--- config.mk ---
export PLATFORM = sky130hd
export DESIGN_NAME = lsq_circ_flat
export DESIGN_NICKNAME = d
export VERILOG_FILES = /design/src/rtl/lsq_pkg.sv /design/src/rtl/lsq_circ_if.sv /design/src/rtl/lsq_ptr.sv /design/src/rtl/lsq_circ.sv /design/src/flat_wrapper.sv
export SDC_FILE = /design/constraint.sdc
export NUM_CORES = 1
export LEC_CHECK = 0
export CORE_ASPECT_RATIO = 0.9
export CORE_MARGIN = 3
export CORE_UTILIZATION = 28
export DETAILED_ROUTE_END_ITERATION = 7
export PLACE_DENSITY = 0.59
export SLEW_MARGIN = 40
export SYNTH_ARGS = -nofsm -noshare
export SYNTH_HDL_FRONTEND = slang
export SYNTH_SLANG_ARGS = --single-unit
--- constraint.sdc ---
create_clock -name clk -period 4.8 [get_ports clk]
set_clock_uncertainty 0.2 [all_clocks]
set_input_delay 0.72 -clock clk [delete_from_list [all_inputs] [get_ports clk]]
set_output_delay 0.72 -clock clk [all_outputs]
set_load 0.1 [all_outputs]
--- src/rtl/lsq_pkg.sv ---
// Shared load/store-queue definitions: concrete entry layouts and default depths.
package lsq_pkg;

  localparam int LSQ_DEPTH    = 8;
  localparam int LD_LSQ_DEPTH = LSQ_DEPTH;
  localparam int ST_LSQ_DEPTH = LSQ_DEPTH;

  typedef struct packed {
    logic        addr_valid;
    logic [31:0] addr;
    logic [1:0]  size;
    logic [5:0]  rob_idx;
    logic        done;
  } ld_entry_t;

  typedef struct packed {
    logic        addr_valid;
    logic        data_valid;
    logic [31:0] addr;
    logic [31:0] data;
    logic [1:0]  size;
    logic [5:0]  rob_idx;
  } st_entry_t;

endpackage

--- src/rtl/lsq_circ_if.sv ---
// Enqueue/dequeue handshake bundle between dispatch/commit and the circular queue.
interface lsq_circ_if #(
  parameter int  N_ENTRIES = 8,
  parameter type ENTRY_T   = logic [31:0]
);
  localparam int IDX_W = $clog2(N_ENTRIES);

  logic             enq_ready;
  logic             enq_valid;
  ENTRY_T           enq_data;
  logic [IDX_W-1:0] enq_idx;
  logic             deq_ready;
  logic             deq_valid;
  ENTRY_T           deq_data;

  modport master (
    output enq_valid, enq_data, deq_valid,
    input  enq_ready, enq_idx, deq_ready, deq_data
  );

  modport slave (
    input  enq_valid, enq_data, deq_valid,
    output enq_ready, enq_idx, deq_ready, deq_data
  );
endinterface

--- src/rtl/lsq_ptr.sv ---
// Wrapping queue pointer: the MSB is the wrap bit, so a plain increment wraps the index and toggles it.
module lsq_ptr #(
  parameter int PTR_W = 4
) (
  input  logic             clk,
  input  logic             rst,
  input  logic             incr,
  input  logic             load,
  input  logic [PTR_W-1:0] load_val,
  output logic [PTR_W-1:0] ptr
);

  logic [PTR_W-1:0] ptr_d, ptr_q;

  // Load (flush / partial-flush rewind) takes precedence over a normal advance.
  always_comb begin
    ptr_d = ptr_q;
    if (load) begin
      ptr_d = load_val;
    end else if (incr) begin
      ptr_d = ptr_q + PTR_W'(1);
    end
  end

  // Pointer register with synchronous reset.
  always_ff @(posedge clk) begin
    if (rst) begin
      ptr_q <= '0;
    end else begin
      ptr_q <= ptr_d;
    end
  end

  assign ptr = ptr_q;

endmodule

--- src/rtl/lsq_circ.sv ---
// Circular load/store queue with per-slot valid bits, in-place update and younger-than flush.
module lsq_circ
  import lsq_pkg::*;
#(
  parameter int  N_ENTRIES = LSQ_DEPTH,
  parameter type ENTRY_T   = logic [31:0],
  parameter int  IDX_W     = $clog2(N_ENTRIES)
) (
  input  logic                       clk,
  input  logic                       rst,
  input  logic                       flush,
  input  logic                       pflush_valid,
  input  logic [IDX_W-1:0]           pflush_idx,
  lsq_circ_if.slave                  io,
  input  logic [N_ENTRIES-1:0]       wr_en,
  input  ENTRY_T [N_ENTRIES-1:0]     wr_data,
  output ENTRY_T [N_ENTRIES-1:0]     entries,
  output logic [N_ENTRIES-1:0]       entry_valid,
  output logic [IDX_W-1:0]           head_idx,
  output logic [IDX_W-1:0]           tail_idx,
  output logic [IDX_W:0]             count,
  output logic                       full,
  output logic                       empty
);

  localparam int PTR_W = IDX_W + 1;

  logic [PTR_W-1:0]       head_ptr, tail_ptr, pflush_tail, tail_load_val;
  logic [IDX_W-1:0]       keep_span;
  logic [N_ENTRIES-1:0]   keep_mask;
  logic                   pflush_fire, enq_fire, deq_fire;
  ENTRY_T [N_ENTRIES-1:0] entries_d, entries_q;
  logic [N_ENTRIES-1:0]   valid_d, valid_q;

  assign head_idx = head_ptr[IDX_W-1:0];
  assign tail_idx = tail_ptr[IDX_W-1:0];
  assign empty    = (head_ptr == tail_ptr);
  assign full     = (head_idx == tail_idx) && (head_ptr[IDX_W] != tail_ptr[IDX_W]);
  assign count    = tail_ptr - head_ptr;

  assign io.enq_ready = !full;
  assign io.deq_ready = !empty;
  assign io.enq_idx   = tail_idx;
  assign io.deq_data  = entries_q[head_idx];

  assign entries     = entries_q;
  assign entry_valid = valid_q;

  // Full flush masks everything else; a partial flush masks only the same-cycle enqueue.
  assign pflush_fire = !flush && pflush_valid && valid_q[pflush_idx];
  assign enq_fire    = !flush && !pflush_fire && io.enq_valid && !full;
  assign deq_fire    = !flush && io.deq_valid && !empty;

  // Survivors run from head up to pflush_idx; measuring from head gives the new tail its correct wrap bit.
  assign keep_span     = pflush_idx - head_idx;
  assign pflush_tail   = head_ptr + PTR_W'(keep_span) + PTR_W'(1);
  assign tail_load_val = flush ? '0 : pflush_tail;

  // Slot i survives a partial flush when its distance from head does not exceed that of pflush_idx.
  always_comb begin
    keep_mask = '0;
    for (int i = 0; i < N_ENTRIES; i++) begin
      keep_mask[i] = ((IDX_W'(i) - head_idx) <= keep_span);
    end
  end

  lsq_ptr #(.PTR_W(PTR_W)) u_head_ptr (
    .clk      (clk),
    .rst      (rst),
    .incr     (deq_fire),
    .load     (flush),
    .load_val ('0),
    .ptr      (head_ptr)
  );

  lsq_ptr #(.PTR_W(PTR_W)) u_tail_ptr (
    .clk      (clk),
    .rst      (rst),
    .incr     (enq_fire),
    .load     (flush || pflush_fire),
    .load_val (tail_load_val),
    .ptr      (tail_ptr)
  );

  // Next slot contents and valid bits; the head update is dropped when that entry retires this cycle.
  always_comb begin
    entries_d = entries_q;
    valid_d   = valid_q;
    if (flush) begin
      entries_d = '0;
      valid_d   = '0;
    end else begin
      for (int i = 0; i < N_ENTRIES; i++) begin
        if (wr_en[i] && valid_q[i]
            && !(deq_fire && (head_idx == IDX_W'(i)))
            && !(pflush_fire && !keep_mask[i])) begin
          entries_d[i] = wr_data[i];
        end
      end
      if (pflush_fire) begin
        valid_d = valid_q & keep_mask;
      end
      if (enq_fire) begin
        entries_d[tail_idx] = io.enq_data;
        valid_d[tail_idx]   = 1'b1;
      end
      if (deq_fire) begin
        valid_d[head_idx] = 1'b0;
      end
    end
  end

  // Slot storage and valid bits with synchronous reset.
  always_ff @(posedge clk) begin
    if (rst) begin
      entries_q <= '0;
      valid_q   <= '0;
    end else begin
      entries_q <= entries_d;
      valid_q   <= valid_d;
    end
  end

endmodule

--- src/flat_wrapper.sv ---
// flat-port wrapper written by rule: the top's interface ports become plain ports
module lsq_circ_flat import lsq_pkg::*;
#(
  parameter int  N_ENTRIES = LSQ_DEPTH,
  parameter type ENTRY_T   = logic [31:0],
  parameter int  IDX_W     = $clog2(N_ENTRIES)
)
  (clk, rst, flush, pflush_valid, pflush_idx, wr_en, wr_data, entries, entry_valid, head_idx, tail_idx, count, full, empty, io_enq_valid, io_enq_data, io_deq_valid, io_enq_ready, io_enq_idx, io_deq_ready, io_deq_data);
  lsq_circ_if #(.N_ENTRIES(N_ENTRIES), .ENTRY_T(ENTRY_T)) io_i ();
  input  logic clk;
  input  logic rst;
  input  logic flush;
  input  logic pflush_valid;
  input  logic [IDX_W-1:0] pflush_idx;
  input  logic [N_ENTRIES-1:0] wr_en;
  input  ENTRY_T [N_ENTRIES-1:0] wr_data;
  output ENTRY_T [N_ENTRIES-1:0] entries;
  output logic [N_ENTRIES-1:0] entry_valid;
  output logic [IDX_W-1:0] head_idx;
  output logic [IDX_W-1:0] tail_idx;
  output logic [IDX_W:0] count;
  output logic full;
  output logic empty;
  input wire logic [$bits(io_i.enq_valid)-1:0] io_enq_valid;
  input wire logic [$bits(io_i.enq_data)-1:0] io_enq_data;
  input wire logic [$bits(io_i.deq_valid)-1:0] io_deq_valid;
  output wire logic [$bits(io_i.enq_ready)-1:0] io_enq_ready;
  output wire logic [$bits(io_i.enq_idx)-1:0] io_enq_idx;
  output wire logic [$bits(io_i.deq_ready)-1:0] io_deq_ready;
  output wire logic [$bits(io_i.deq_data)-1:0] io_deq_data;
  assign io_i.enq_valid = io_enq_valid;
  assign io_i.enq_data = io_enq_data;
  assign io_i.deq_valid = io_deq_valid;
  assign io_enq_ready = io_i.enq_ready;
  assign io_enq_idx = io_i.enq_idx;
  assign io_deq_ready = io_i.deq_ready;
  assign io_deq_data = io_i.deq_data;
  lsq_circ #(.N_ENTRIES(N_ENTRIES), .ENTRY_T(ENTRY_T), .IDX_W(IDX_W)) u_core (.clk(clk), .rst(rst), .flush(flush), .pflush_valid(pflush_valid), .pflush_idx(pflush_idx), .io(io_i), .wr_en(wr_en), .wr_data(wr_data), .entries(entries), .entry_valid(entry_valid), .head_idx(head_idx), .tail_idx(tail_idx), .count(count), .full(full), .empty(empty));
endmodule
### Word level (Yosys, flattened, before mapping)

Cells that the tools add are included.
W data, S select, Z words.

| cells by class | value |
|---|---|
| add/subtract/negate cells | 14 |
| multiply operators | 0 |
| div/mod/pow operators | 0 |
| $lt $le $gt $ge | 13 |
| equality and inequality tests | 10 |
| shift operators | 0 |
| multiplexer cells | 36 |
| bitwise gates (word level) | 4 |
| reductions and logical operators | 82 |

Operators by type and width:

| operator | count |
|---|---|
| $mux W32 | 18 |
| $bwmux W256 | 1 |
| $mux W256 | 1 |
| $bmux W32 S3 | 1 |
| $demux W32 S3 | 1 |
| $logic_and A1 B1 Y1 | 50 |
| $mux W8 | 5 |
| $logic_not A1 Y1 | 28 |
| $le A3 B3 Y1 | 8 |
| $and A8 B8 Y8 | 2 |
| $add A4 B1 Y4 const B | 3 |
| $eq A3 B3 Y1 const B | 4 |
| $lt A3 B4 Y1 const B | 3 |
| $mux W4 | 3 |
| $sub A3 B3 Y3 const A | 4 |
| $not A8 Y8 | 1 |
| $or A8 B8 Y8 | 1 |
| $demux W1 S3 | 2 |
| $eq A3 B2 Y1 const B | 2 |
| $ge A3 B1 Y1 const B | 2 |
| $sub A1 B3 Y3 const A | 2 |
| $sub A2 B3 Y3 const A | 2 |
| $add A4 B3 Y4 | 1 |
| $eq A4 B4 Y1 | 1 |
| 11 further kinds | 13 |

| storage, ports and cells | value |
|---|---|
| register bits after elaboration | 272 |
| latch bits | 0 |
| memory bits (writable) | 0 |
| ROM bits | 0 |
| output and inout bits | 313 |
| memories | 0 |

### Longest topological paths before layout

| depth | value |
|---|---|
| depth after elaboration | 11 |
| depth in mapped cells | 14 |
| depth with buffers taken out | 13 |

### Modules after synthesis

From an unflattened synthesis, not the netlist that was laid out.

| second synthesis, totals | value |
|---|---|
| cells, all modules | 1730 |
| area, all modules | 15010.6 µm² |

Modules (own cells, without submodules):

| module | times used | cells each | area an instance (µm²) | seq. area each (µm²) |
|---|---|---|---|---|
| lsq_circ | 1 | 1686 | 14600.3 | 5285.1 |
| lsq_ptr | 2 | 22 | 205.2 | 80.1 |

### Least setup slack after synthesis

OpenSTA, ideal clock, no wires.

| timing | value |
|---|---|
| kind | flip-flop to output port |
| start | reg u_core.u_head_ptr.ptr_q[1] (netlist: u_core.u_head_ptr.ptr[1]) |
| end | out count[3] |
| arrival | 3.603 ns |
| setup slack | 0.277 ns |
| cell stages (with the launch flop) | 9 |
| buffers on the path | 3 |
| cells stage by stage | dfxtp_1 clkbuf_1 clkbuf_1 clkbuf_1 inv_1 ha_1 a21o_1 a21oi_1 xnor2_1 |

| between the ends | value |
|---|---|
| word-level cells in the longest chain between the ends | 1 |

RTL lines:

| what | RTL line | source |
|---|---|---|
| start, declared | lsq_ptr.sv:13 | `logic [PTR_W-1:0] ptr_d, ptr_q;` |
| start signal, assigned | lsq_ptr.sv:30 | `ptr_q <= ptr_d;` |
| $sub A4 B4 Y4 | lsq_circ.sv:39 | `assign count = tail_ptr - head_ptr;` |
| end, declared | flat_wrapper.sv:21 | `output logic [IDX_W:0] count;` |

Every way passes these cells.

### Final worst setup path

| timing | value |
|---|---|
| start | in pflush_idx[0] |
| end | reg u_core.entries_q, in the netlist u_core.entries[99] |

| between the ends | value |
|---|---|
| word-level cells in the longest chain between the ends | 10 |
| elaborated cells between the ends (all ways) | 17 |
| those cells by class | add/sub (1); order compare (1); mux (6); reduce/logical (9) |

RTL lines:

| what | RTL line | source |
|---|---|---|
| start, declared | flat_wrapper.sv:14 | `input logic [IDX_W-1:0] pflush_idx;` |
| $sub A3 B3 Y3 / $bmux W1 S3 (equally long branches) | lsq_circ.sv:55, lsq_circ.sv:50 |  |
| $le A3 B3 Y1 / $mux W1 (equally long branches) | lsq_circ.sv:63, lsq_circ.sv:50 |  |
| $logic_not A1 Y1 / $logic_and A1 B1 Y1 (equally long branches) | lsq_circ.sv:96, lsq_circ.sv:50 |  |
| $logic_and A1 B1 Y1 | lsq_circ.sv:96 | `&& !(pflush_fire && !keep_mask[i])) begin` |
| $logic_not A1 Y1 | lsq_circ.sv:96 |  |
| $logic_and A1 B1 Y1 | lsq_circ.sv:96 |  |
| $mux W32 | lsq_circ.sv:94 | `if (wr_en[i] && valid_q[i]` |
| $mux W32 | lsq_circ.sv:89 | `if (flush) begin` |
| $bwmux W256 | lsq_circ.sv:104 | `entries_d[tail_idx] = io.enq_data;` |
| $mux W256 (*) | lsq_circ.sv:103 | `if (enq_fire) begin` |
| end signal, assigned | lsq_circ.sv:119 | `entries_q <= entries_d;` |
| end, declared | lsq_circ.sv:32 | `ENTRY_T [N_ENTRIES-1:0] entries_d, entries_q;` |

Mark *: on every way between the ends. The rest lies on a longest branch, timed or not. The select of a mux whose other input is x is not followed.
A chain may end at the register's enable or synchronous reset.

==> results by group <==
Outcome
  • Outcome: complete, no violations

Clock tree
  • CTS root buffer: clkbuf_16
  • Clk sink count: 272
  • Cts bufs inserted: 35
  • Post-CTS sizing: 0
  • Post-CTS Setup Bufs: 0
  • Clock tree buffer depth: 3
  • Worst-skew pair later-pin latency: ~0.53 ns
  • Clk slew on worst S/H paths: roughly 0.060 ns
  • H-Tree Level Count: 2
  • Hold buffer count at cts: 0
  • CTS tree: yes

Timing
  • Setup Viol. Count Final: 0
  • Worst hold margin: roughly 0.28 ns
  • Final WS setup: roughly 0.84 ns
  • Actual slew at the worst max-slew pin: just over 0.8 ns
  • Slew margin rel.: about 46%
  • Final Hold Vio Count: 0
  • RSZ-0062 raised after global routing: false
  • Final min period: slightly below 4 ns
  • Final Cycle Share: ~80%
  • Setup TNS: 0 ns
  • FMAX: 253 MHz
  • Final slew viol count: 0

Global route
  • First-pass GRT wire length: between 100 and 150 mm
  • Antenna violations before repair: 12
  • Global route overflow: 0
  • Number of global-route vias before repair: 16.1k
  • Largest net degree at the start of global routing: about 90
  • Total GRT Usage: between 20% and 30%

Drt
  • DRT iter0 DRCs: between 1.5k and 2k
  • Vias: between 15k and 20k
  • Routed length per instance: 25.3 um
  • Vias per inst: 5.46
  • Routed met1 length: between 30 and 40 mm
  • Max layer used: met5
  • Post-DRT Antenna Nets: 0
  • Metal2 WL: ~35 mm
  • Routed wire length: 78.6 mm
  • WL met3: ~8.6 mm
  • # DRC: 0
  • TritonRoute pass-1 iters: 6

Floorplanning
  • Initial core utilization: 28.5%
  • Number of I/O pins: just over 600
  • Die area: 0.0557 sq mm
  • FP Rows: 79
  • Core Area: 0.0520 sq mm
  • Die width: 249 um
  • Die Y: between 200 and 250 um

Logic synthesis
  • Register area share after synthesis: between 30 and 40%
  • Netlist area before placement: roughly 0.015 sq mm
  • Seq cells post-synth: approximately 270
  • Async SR Flop Fraction: 0%
  • Avg Cell Area, Syn: slightly below 8 sq um
  • Post-synth EDFFs: 0
  • Syn Inst Count: between 1.5k and 2k
  • Synth Warn #: 0
  • Synth Flop Type: dfxtp_1
  • Unique cell type count in the Yosys netlist: 53
  • Syn Nets: 2201

Final layout
  • Multi-input logic area: about 0.0084 sq mm
  • Sequential cell area: between 0.005 and 0.006 sq mm
  • Nets@finish: approximately 2.7k
  • Area grow syn2layout: 45.3%
  • Final Cell Area: about 0.022 sq mm
  • Layout fillers: approximately 5.3k
  • Final Util: between 40 and 50%
  • Share of post-route cells with drive strength above 1: 20.7%

Run
  • Max-Cap Viols: 0

Place
  • Final GP Congestion: slightly above 0.9
  • DP Worst Slack: 0.345 ns
  • HPWL after DPL: 57.2 mm
  • Port Buffers: ~620
  • Dpl cell area: between 0.02 and 0.025 sq mm

Setup path
  • Arr. time, crit path: 4.19 ns
  • CP Launch Type: primary input
  • Worst setup EP type: register
  • Crit path max fanout: 32
  • Setup CP Type: in2reg
  • CP required: between 5 and 6 ns

Worst hold path
  • Worst min path class: reg2reg

Power and ir drop
  • VDD IR-drop max: 0.000202 V
  • P_leak: 0.00854 uW
  • Pwr dens: 277 mW/mm^2
==> stage by stage <==
stage,cells,total power (uW)
3_3_place_gp,3036,3280
4_1_cts,3099,6020
2_1_floorplan,1871,2810
6_report,3106,5970
5_1_grt,3101,6160
3_5_place_dp,3038,3270
==> worst paths after layout <==
kind | slack (ns) | startpoint | end | cells after the start
hold / removal | 0.28 | u_core.entries[132] | u_core.entries[132] | 2
setup reg to reg | 1.29 | u_core.u_head_ptr.ptr[1] | u_core.entries[84] | 8
hold reg to reg | 0.28 | u_core.entries[132] | u_core.entries[132] | 2
setup / recovery | 0.84 | pflush_idx[0] | u_core.entries[99] | 14
==> power by group <==
part           internal, uW  switching [uW]  leakage, uW  total (uW)
clock network          1670            1070     0.000589        2740
registers              2270            17.9      0.00220        2290
logic                   365             571      0.00576         936
==> per-layer routing <==
layer,track usage (%),vias up
met5,0,-
met4,7.59,6
met3,9.43,111
met2,40.9,935
met1,35.5,8234
li1,-,7688
==> cell usage after synthesis, types with 10 or more instances <==
cell | number | area share (%)
dfxtp_1 | 272 | 37
nand2_1 | 436 | 11
o31a_1 | 64 | 3.8
ha_1 | 22 | 1.9
buf_2 | 25 | 0.84
nor2_1 | 19 | 0.48
inv_1 | 85 | 2.2
buf_4 | 12 | 0.61
o21ai_0 | 324 | 11
clkbuf_1 | 136 | 3.4
buf_1 | 10 | 0.25
mux2i_1 | 34 | 2.3
a31oi_1 | 162 | 6.8
mux4_2 | 65 | 9.9
a21oi_1 | 106 | 3.6
==> critical path: stages <==
cell	delay, ns
clkdlybuf4s50_1	0.54
inv_1	0.08
ha_1	0.24
fa_1	0.41
xor2_2	0.19
xnor2_2	0.32
inv_2	0.11
ha_1	0.32
a21o_1	0.16
a2bb2oi_1	0.35
a21o_1	0.22
buf_12	0.21
nand2_1	0.08
a31oi_1	0.19
==> registers in the layout (all words and copies together) (netlist names) <==
signal                 count
u_core.entries           256
u_core.entry_valid         8
u_core.u_head_ptr.ptr      4
u_core.u_tail_ptr.ptr      4
==> cells in the final DEF (no fill, tap or decap), types with 6 or more instances in the layout <==
cell               n
diode_2            7
clkbuf_16         38
nand2b_1           7
nand2_1          436
buf_12            18
inv_1             85
clkinv_2           6
mux2i_1           34
clkbuf_1           6
a31oi_1          162
dfxtp_1          269
a21o_1             6
buf_2            273
clkbuf_8           8
clkdlybuf4s50_1  304
o21ai_0          323
o31a_1            64
xnor2_1            8
buf_4             65
ha_1              22
nor2_1            18
mux4_2            65
a21oi_1          104
nand4_1            8
==> kinds of logic after synthesis <==
| logic type | share of synthesized area (%) |
|---|---|
| XOR/XNOR | 0.988 |
| buffers and inverters | 7.35 |
| AND/OR/NAND/NOR | 13.2 |
| multiplexers | 12.2 |
| adder cells (fa/ha/maj) | 2.46 |
| flip-flops | 36.7 |
| AO/OA/AOI/OAI | 27.1 |
==> area by class of cell <==
| type | instances | share of cell area [%] |
|---|---|---|
| timing repair buffer | 662 | 24.7 |
| antenna | 7 | 0.0813 |
| inverter | 87 | 1.52 |
| sequential | 272 | 25.3 |
| tap | 688 | 4.00 |
| clock inverter | 9 | 0.459 |
| multi-input combinational | 1329 | 38.9 |
| clock buffer | 52 | 5.03 |
(Power assumes the default switching activity.)
